[src/rtl/pico_pkg.sv]
// pico_pkg
// Shared types for the pico_mips multi-cycle control unit.
//   opcode_e : architectural opcode values (low three opcode bits)
//   state_e  : control FSM states
//   ctrl_t   : the seven datapath control lines, grouped
package pico_pkg;

    typedef enum logic [2:0] {
        OP_ADD  = 3'd0,
        OP_IMM  = 3'd1,
        OP_MULT = 3'd2,
        OP_BRAN = 3'd3,
        OP_BEQ  = 3'd4,
        OP_NOP  = 3'd5
    } opcode_e;

    typedef enum logic [1:0] {
        S_EXEC  = 2'd0,
        S_MWAIT = 2'd1,
        S_FLUSH = 2'd2
    } state_e;

    typedef struct packed {
        logic alu_flag;
        logic alu_ctrl;
        logic mult_flag;
        logic ram_flag;
        logic bran;
        logic nw;
        logic pc_en;
    } ctrl_t;

    localparam ctrl_t CTRL_NONE = '0;

endpackage

[src/rtl/pico_op_decode.sv]
// pico_op_decode
// Combinational opcode decoder for the S_EXEC state.
// Ports:
//   instr_valid : opcode is valid this cycle
//   opcode      : instruction opcode (OP_W bits)
//   z_flag      : ALU zero flag, qualifies BEQ
//   ctrl        : control lines for this cycle
//   illegal     : undefined opcode (executes as NOP)
//   start_mult  : MULT needs extra wait cycles (MULT_LAT > 1)
//   take_branch : BRAN or taken BEQ; a flush bubble follows
module pico_op_decode
    import pico_pkg::*;
#(
    parameter int OP_W     = 3,
    parameter int MULT_LAT = 2
) (
    input  logic            instr_valid,
    input  logic [OP_W-1:0] opcode,
    input  logic            z_flag,
    output ctrl_t           ctrl,
    output logic            illegal,
    output logic            start_mult,
    output logic            take_branch
);

    // Any opcode at or above 6 (including any set upper bits when OP_W > 3)
    // is undefined.
    logic    in_range;
    opcode_e op;

    assign in_range = (opcode < OP_W'(6));
    assign op       = opcode_e'(opcode[2:0]);

    always_comb begin
        ctrl        = CTRL_NONE;
        illegal     = 1'b0;
        start_mult  = 1'b0;
        take_branch = 1'b0;
        if (instr_valid) begin
            if (!in_range) begin
                illegal    = 1'b1;
                ctrl.nw    = 1'b1;
                ctrl.pc_en = 1'b1;
            end else begin
                case (op)
                    OP_ADD: begin
                        ctrl.alu_flag = 1'b1;
                        ctrl.alu_ctrl = 1'b1;
                        ctrl.ram_flag = 1'b1;
                        ctrl.pc_en    = 1'b1;
                    end
                    OP_IMM: begin
                        ctrl.ram_flag = 1'b1;
                        ctrl.pc_en    = 1'b1;
                    end
                    OP_MULT: begin
                        ctrl.mult_flag = 1'b1;
                        if (MULT_LAT > 1) begin
                            // Write-back and PC advance wait for the last cycle.
                            start_mult = 1'b1;
                        end else begin
                            ctrl.ram_flag = 1'b1;
                            ctrl.pc_en    = 1'b1;
                        end
                    end
                    OP_BRAN: begin
                        ctrl.bran   = 1'b1;
                        ctrl.nw     = 1'b1;
                        take_branch = 1'b1;
                    end
                    OP_BEQ: begin
                        if (z_flag) begin
                            ctrl.bran   = 1'b1;
                            ctrl.nw     = 1'b1;
                            take_branch = 1'b1;
                        end else begin
                            ctrl.pc_en = 1'b1;
                        end
                    end
                    OP_NOP: begin
                        ctrl.pc_en = 1'b1;
                    end
                    default: begin
                        ctrl = CTRL_NONE;
                    end
                endcase
            end
        end
    end

endmodule

[src/rtl/pico_ctrl_fsm.sv]
// pico_ctrl_fsm
// Multi-cycle control unit for the pico_mips datapath: single-cycle ALU ops,
// multi-cycle MULT with stall, and branches followed by a one-cycle flush.
// Ports:
//   clk, n_reset      : clock, synchronous active-low reset
//   instr_valid       : opcode valid this cycle
//   opcode            : instruction opcode (OP_W bits)
//   z_flag            : ALU zero flag for BEQ
//   alu_flag          : ALU result onto write-back bus
//   alu_ctrl          : 1 = add, 0 = pass immediate
//   mult_flag         : multiplier enable / select
//   ram_flag          : register-file write enable
//   bran              : PC loads branch target
//   nw                : suppress architectural write
//   pc_en             : PC increments
//   busy              : stalling (MULT wait or flush)
//   illegal           : pulse for an undefined opcode
module pico_ctrl_fsm
    import pico_pkg::*;
#(
    parameter int OP_W     = 3,
    parameter int MULT_LAT = 2
) (
    input  logic            clk,
    input  logic            n_reset,
    input  logic            instr_valid,
    input  logic [OP_W-1:0] opcode,
    input  logic            z_flag,
    output logic            alu_flag,
    output logic            alu_ctrl,
    output logic            mult_flag,
    output logic            ram_flag,
    output logic            bran,
    output logic            nw,
    output logic            pc_en,
    output logic            busy,
    output logic            illegal
);

    localparam int CNT_W = $clog2(MULT_LAT + 1);
    localparam logic [CNT_W-1:0] CNT_LAST = CNT_W'(MULT_LAT - 1);

    state_e           state_reg, state_next;
    logic [CNT_W-1:0] cnt_reg, cnt_next;

    ctrl_t dec_ctrl;
    logic  dec_illegal;
    logic  dec_start_mult;
    logic  dec_take_branch;

    ctrl_t ctrl;
    logic  busy_int;
    logic  illegal_int;

    pico_op_decode #(
        .OP_W     (OP_W),
        .MULT_LAT (MULT_LAT)
    ) u_decode (
        .instr_valid (instr_valid),
        .opcode      (opcode),
        .z_flag      (z_flag),
        .ctrl        (dec_ctrl),
        .illegal     (dec_illegal),
        .start_mult  (dec_start_mult),
        .take_branch (dec_take_branch)
    );

    always_ff @(posedge clk) begin
        if (!n_reset) begin
            state_reg <= S_EXEC;
            cnt_reg   <= '0;
        end else begin
            state_reg <= state_next;
            cnt_reg   <= cnt_next;
        end
    end

    always_comb begin
        state_next  = state_reg;
        cnt_next    = cnt_reg;
        ctrl        = CTRL_NONE;
        busy_int    = 1'b0;
        illegal_int = 1'b0;
        case (state_reg)
            S_EXEC: begin
                ctrl        = dec_ctrl;
                illegal_int = dec_illegal;
                if (dec_start_mult) begin
                    // First MULT cycle counts as cycle 0; wait cycles follow.
                    busy_int   = 1'b1;
                    cnt_next   = CNT_W'(1);
                    state_next = S_MWAIT;
                end else if (dec_take_branch) begin
                    state_next = S_FLUSH;
                end
            end
            S_MWAIT: begin
                ctrl.mult_flag = 1'b1;
                if (cnt_reg == CNT_LAST) begin
                    ctrl.ram_flag = 1'b1;
                    ctrl.pc_en    = 1'b1;
                    cnt_next      = '0;
                    state_next    = S_EXEC;
                end else begin
                    busy_int = 1'b1;
                    cnt_next = cnt_reg + CNT_W'(1);
                end
            end
            S_FLUSH: begin
                // Bubble: the opcode fetched during the PC reload is dropped.
                ctrl.nw    = 1'b1;
                busy_int   = 1'b1;
                state_next = S_EXEC;
            end
            default: begin
                state_next = S_EXEC;
                cnt_next   = '0;
            end
        endcase
    end

    // Outputs are held low for the whole reset cycle so an abandoned MULT
    // or flush never leaks a write enable.
    assign alu_flag  = n_reset & ctrl.alu_flag;
    assign alu_ctrl  = n_reset & ctrl.alu_ctrl;
    assign mult_flag = n_reset & ctrl.mult_flag;
    assign ram_flag  = n_reset & ctrl.ram_flag;
    assign bran      = n_reset & ctrl.bran;
    assign nw        = n_reset & ctrl.nw;
    assign pc_en     = n_reset & ctrl.pc_en;
    assign busy      = n_reset & busy_int;
    assign illegal   = n_reset & illegal_int;

endmodule

[config.mk]
export PLATFORM = sky130hd
export DESIGN_NAME = pico_ctrl_fsm
export DESIGN_NICKNAME = d
export VERILOG_FILES = /design/src/rtl/pico_pkg.sv /design/src/rtl/pico_op_decode.sv /design/src/rtl/pico_ctrl_fsm.sv
export SDC_FILE = /design/constraint.sdc
export NUM_CORES = 1
export LEC_CHECK = 0
export CORE_AREA = 10 10 47 49
export CTS_CLUSTER_SIZE = 12
export DETAILED_ROUTE_END_ITERATION = 12
export DIE_AREA = 0 0 57 59
export PLACE_DENSITY = 0.68
export SYNTH_ARGS = -nofsm -noshare
export SYNTH_HDL_FRONTEND = slang
export SYNTH_HIERARCHICAL = 1
export SYNTH_SLANG_ARGS = --single-unit
export TNS_END_PERCENT = 20
[constraint.sdc]
create_clock -name clk -period 1.51 [get_ports clk]
set_input_delay 0.302 -clock clk [delete_from_list [all_inputs] [get_ports clk]]
set_output_delay 0.302 -clock clk [all_outputs]
set_load 0.1 [all_outputs]
Word-level counts from Yosys, hierarchy flattened. Index checks and enable logic that the tools add are counted.

Bits of input ports: 7. Output and inout port bits: 9. Register bits after elaboration: 4. Word-level logic and storage cells: 66.

Eq/ne operators: 11. Add/sub/neg operators: 1. Muxes and demuxes: 35. Bitwise operators: 10. Reduce and logical (&&, ||, !) cells: 6. $lt $le $gt $ge: 1.

Operators by type and width (number): 2-bit 2-to-1 mux (9); 1-bit 2-to-1 mux (15); 2-bit case mux with 2 select lines (3); 1-bit AND (9); 1-bit case mux with 2 select lines (4); 7-bit 2-to-1 mux (1); 3-bit by 2-bit equality test with 1-bit output, second input constant (2); 3-bit equality test, second input constant (2); 2-bit case mux with 3 select lines (1); 5-bit 2-to-1 mux (1); 2-bit by 1-bit equality test with 1-bit output, second input constant (2); 2-bit inequality test, second input constant (2); 2-bit AND reduction (2); 3-bit by 1-bit equality test with 1-bit output, second input constant (1); 3-bit zero test (1); 3-bit less-than comparator, second input constant (1); 3-bit inequality test, second input constant (1); 1-bit case mux with 3 select lines (1); 3-bit OR reduction (1); 2-bit by 1-bit adder with 2-bit output, second input constant (1); 2-bit equality test, second input constant (1); 2-bit zero test (1); 2-bit OR reduction (1); 1-bit inverter (1).

Longest topological paths before layout.
Depth after elaboration: 7. Gate-level depth with buffers: 4. Gate-level depth less buffers: 4.

Cells and area by module. The synthesis kept the hierarchy.

Modules (own cells, without submodules): pico_ctrl_fsm (area an instance 271.5 µm², seq. area each 80.1 µm², instances 1, cells an instance 34); pico_op_decode (area an instance 112.6 µm², seq. area each 0.0 µm², instances 1, cells an instance 14).

Worst setup path before layout. OpenSTA, ideal clock, no wires.

Path type: input -> output. Start point: in z_flag. End point: out nw. Stages: 4. Path buffers: 0. Arrival time: 2.822 ns. Path slack: -1.614 ns. Data required time: 1.208 ns. Path through: nor2b_1 > o221a_2 > nor2_1 > nor3b_1.

RTL lines: from (decl) (RTL line pico_ctrl_fsm.sv:28) `input logic z_flag,`; to (decl) (RTL line pico_ctrl_fsm.sv:34) `output logic nw,`.

Worst setup path in the final report.
Start point: reg cnt_reg[1]. End point: out busy.

Longest elaborated chain between the ends: 4.

RTL lines: from (decl) (RTL line pico_ctrl_fsm.sv:44) `logic [CNT_W-1:0] cnt_reg, cnt_next;`; from (signal assigned) (RTL line pico_ctrl_fsm.sv:74) `cnt_reg <= cnt_next;`; 2-bit by 1-bit equality test with 1-bit output (RTL line pico_ctrl_fsm.sv:99) `if (cnt_reg == CNT_LAST) begin`; 1-bit 2-to-1 mux (RTL line pico_ctrl_fsm.sv:99); 1-bit case mux with 3 select lines (RTL line pico_ctrl_fsm.sv:84) `case (state_reg)`; 1-bit AND (RTL line pico_ctrl_fsm.sv:131) `assign busy = n_reset & busy_int;`; to (decl) (RTL line pico_ctrl_fsm.sv:36) `output logic busy,`.

No other way between the ends.

==> results.sh <==
export IMPL_outcome="finished with violations"
export IMPL_violations="setup timing"
export IMPL_fp_dieW_um=57
export IMPL_r2r_start="state_reg[1]$_SDFFE_PN0P_"
export IMPL_min_period_ns=1.59
export IMPL_critPathLaunchType="flop"
export IMPL_top_layer="met4"
export IMPL_cts_buffer_depth=2
export IMPL_syn_inst=48
export IMPL_switching_share=0.367
export IMPL_route_vias_total=447
export IMPL_pwr_share_comb=0.474
export IMPL_critPathKind="flop to primary output"
export IMPL_drive_gt1_frac=0.770
export IMPL_min_path_cells=1
export IMPL_worstSetupEndpointType="primary output"
export IMPL_ios=16
export IMPL_hold_violations=0
export IMPL_rrSetupSlack_ns=0.34
export IMPL_yosys_register_bits=4
export IMPL_met2_length_um=671
export IMPL_n_antenna_cell=0
export IMPL_holdWs_ns=0.477
export IMPL_first_pass_iters=3
export IMPL_vias_per_cell=4.97
export IMPL_reg2regPathDepth=4
export IMPL_initial_core_util=0.274
export IMPL_seq_power_share=0.242
export IMPL_wl_um=1280
export IMPL_m1WireLength_um=511
export IMPL_final_nets=83
export IMPL_finalPower_uw=476
export IMPL_yosysSeqAreaShare=0.208
export IMPL_grt_pass1_wl_um=2130
export IMPL_antenna_found_initial=0
export IMPL_crit_family="simple AND/OR/NAND/NOR gates"
export IMPL_ctsHoldBuffers=0
export IMPL_synth_nets=55
export IMPL_timing_final_ws_setup_ns=-0.0753
export IMPL_ys_types=25
export IMPL_crit_fanout=3
export IMPL_internal_power_uw=302
export IMPL_setup_viol=5
export IMPL_reg2reg_to="state_reg[1]$_SDFFE_PN0P_"
export IMPL_clockPowerShare=0.284
export IMPL_finClkSkew_ns=0.000927
export IMPL_maxCapViolCount=0
export IMPL_drv_slew=0
export IMPL_finalCritPeriodShare=1.05
export IMPL_min_to="cnt_reg[1]$_SDFFE_PN0P_"
export IMPL_core_area_um2=1400
export IMPL_wl_met3_um=74
export IMPL_slew_headroom=0.841
export IMPL_arrival_ns=1.28
export IMPL_hpwlAfterDp_um=916
export IMPL_cp_required_ns=1.21
export IMPL_cp_cell_sequence="and2b_2 -> o22ai_2 -> and2_4 -> buf_12"
export IMPL_p_per_area_nw_per_um2=552
export IMPL_grtUsageTotal=0.0769
export IMPL_rsz0062_at_grt="yes"
export IMPL_clk_pin_slew_ns=0.04
export IMPL_fp_dieH_um=59
export IMPL_grt_pass1_vias=478
export IMPL_cts_buffers=3
export IMPL_wire_per_inst_um=14.2
export IMPL_worst_pin_slew_ns=0.239
export IMPL_critical_path_slowest_cell="dfxtp_2"
export IMPL_synth_area_per_cell_um2=8.00
export IMPL_p_switching_uw=174
export IMPL_io_buffers=15
export IMPL_min_delay_start="cnt_reg[1]$_SDFFE_PN0P_"
export IMPL_root_buffer="clkbuf_4"
export IMPL_cts_sinks=4
export IMPL_drc=0
export IMPL_netlist_area_um2=384
export IMPL_gp_congestion=0.711
export IMPL_h_tree_depth=1
export IMPL_areaGrowthSynthToFinish_pct=124
export IMPL_max_freq_mhz=631
export IMPL_dieArea_um2=3360
export IMPL_rows=14
export IMPL_grt_max_degree=9
export IMPL_hp_class="flop to flop"
export IMPL_p_leak_uw=0.000353
export IMPL_critPathMaxStageDelay_ns=0.31
export IMPL_drt_iter0_markers=2
export IMPL_peakVddDrop_uv=349
export IMPL_crit_buf_inv=1
export IMPL_yosys_warnings=6
export IMPL_clk_latency_ns=0.24
export IMPL_drtAntennaViolNets=0
export IMPL_tritoncts="done"
export IMPL_grt_overflow_total=0
==> worst register-to-register path: cells and delay by family, from the launching register on <==
family / cells / cell delay (ns)
AND/OR/NAND/NOR: 2 / 0.41
flip-flops: 1 / 0.35
buffers and inverters: 2 / 0.31
==> per-stage QoR <==
step	setup WS [ns]	TNS, ns	std cells	utilization	area, µm²
after global placement	-0.533	-4.90	86	0.534	748
after CTS	-0.0713	-0.201	90	0.596	836
after floorplan	-0.264	-1.20	48	-	435
final	-0.0753	-0.163	90	0.615	862
after detailed placement	-0.546	-5.17	86	0.534	748
after global routing	-0.143	-0.538	90	0.615	862
==> logic make-up (layout without fill, tap and decap cells) <==
group,Yosys count,count (layout),share of synthesized area
simple gates,32,32,0.567
compound gates,8,8,0.147
flops,4,4,0.208
buf+inv,4,30,0.0782
==> worst max-delay path by stage <==
stage | from | end | depth (start not counted)
finish | cnt_reg[1]$_SDFFE_PN0P_ | busy | 4
global route | cnt_reg[1]$_SDFFE_PN0P_ | busy | 4
CTS | cnt_reg[1]$_SDFFE_PN0P_ | busy | 4
detailed placement | opcode[1] | mult_flag | 6
global placement | opcode[1] | mult_flag | 6
floorplan | z_flag | nw | 4
==> per-layer routing <==
layer,up-vias,track usage
li1,225,-
met1,207,0.0842
met2,13,0.126
met3,2,0.0236
met4,0,0.0503
met5,-,0
==> Yosys cell counts <==
| cell | instances | area share |
|---|---|---|
| nor4bb_1 | 1 | 0.026 |
| nor4b_2 | 1 | 0.039 |
| nor3_1 | 1 | 0.013 |
| dfxtp_1 | 4 | 0.21 |
| and3_2 | 1 | 0.020 |
| a21oi_1 | 2 | 0.026 |
| nor2_1 | 5 | 0.049 |
| and2_1 | 5 | 0.081 |
| nand2b_4 | 1 | 0.036 |
| nor2b_1 | 3 | 0.049 |
| nand2_1 | 1 | 0.0098 |
| nor4b_1 | 1 | 0.023 |
| nand4bb_1 | 1 | 0.029 |
| and2b_1 | 1 | 0.020 |
| a21boi_1 | 1 | 0.020 |
| buf_4 | 4 | 0.078 |
| o22ai_1 | 2 | 0.033 |
| and3_1 | 2 | 0.033 |
| nor3b_1 | 2 | 0.039 |
| a211oi_1 | 1 | 0.020 |
| o21a_1 | 1 | 0.020 |
| o221a_2 | 1 | 0.029 |
| nand2b_1 | 4 | 0.065 |
| nor2_2 | 1 | 0.016 |
| nand3b_1 | 1 | 0.020 |
==> repair_timing <==
item,CTS,global route
setup endpoints to repair,11,9
gates resized for setup,44,8
setup buffers,1,0
pin swaps,11,2
==> cell type report <==
cell class                      instances  area [µm²]
Clock buffer                            3        22.5
Fill cell                             121         539
Timing Repair Buffer                   27         334
Sequential cell                         4        87.6
Tap cell                               16        20.0
Multi-Input combinational cell         40         398
==> cell usage in the layout (no fill, tap or decap) <==
| cell type | count |
|---|---|
| nor2b_2 | 1 |
| nor3_1 | 1 |
| buf_4 | 10 |
| nor2b_1 | 2 |
| buf_8 | 1 |
| and3_2 | 1 |
| nand3b_1 | 1 |
| o221a_4 | 1 |
| nor3b_4 | 1 |
| and3_1 | 2 |
| nand2b_4 | 2 |
| a21boi_2 | 1 |
| nor3b_2 | 1 |
| nand4bb_1 | 1 |
| nand2_2 | 1 |
| and2_4 | 4 |
| buf_2 | 2 |
| nand2b_1 | 3 |
| a211oi_1 | 1 |
| dfxtp_4 | 1 |
| o21a_1 | 1 |
| and2_2 | 1 |
| o22ai_2 | 1 |
| dlygate4sd2_1 | 1 |
| a21oi_4 | 2 |
| nor4b_2 | 2 |
| and2b_2 | 1 |
| nor2_4 | 3 |
| nor2_1 | 3 |
| dfxtp_2 | 3 |
| buf_12 | 9 |
| nor4bb_4 | 1 |
| buf_6 | 4 |
| clkbuf_4 | 3 |
| o22ai_1 | 1 |
==> power groups by stage <==
stage	registers, µW	logic (µW)	clock network [µW]
after floorplan	114	119	0
after global placement	116	202	0
after detailed placement	116	203	0
after CTS	115	220	141
after global routing	116	237	147
final	115	226	135
Power figures use the tool's default switching activity.
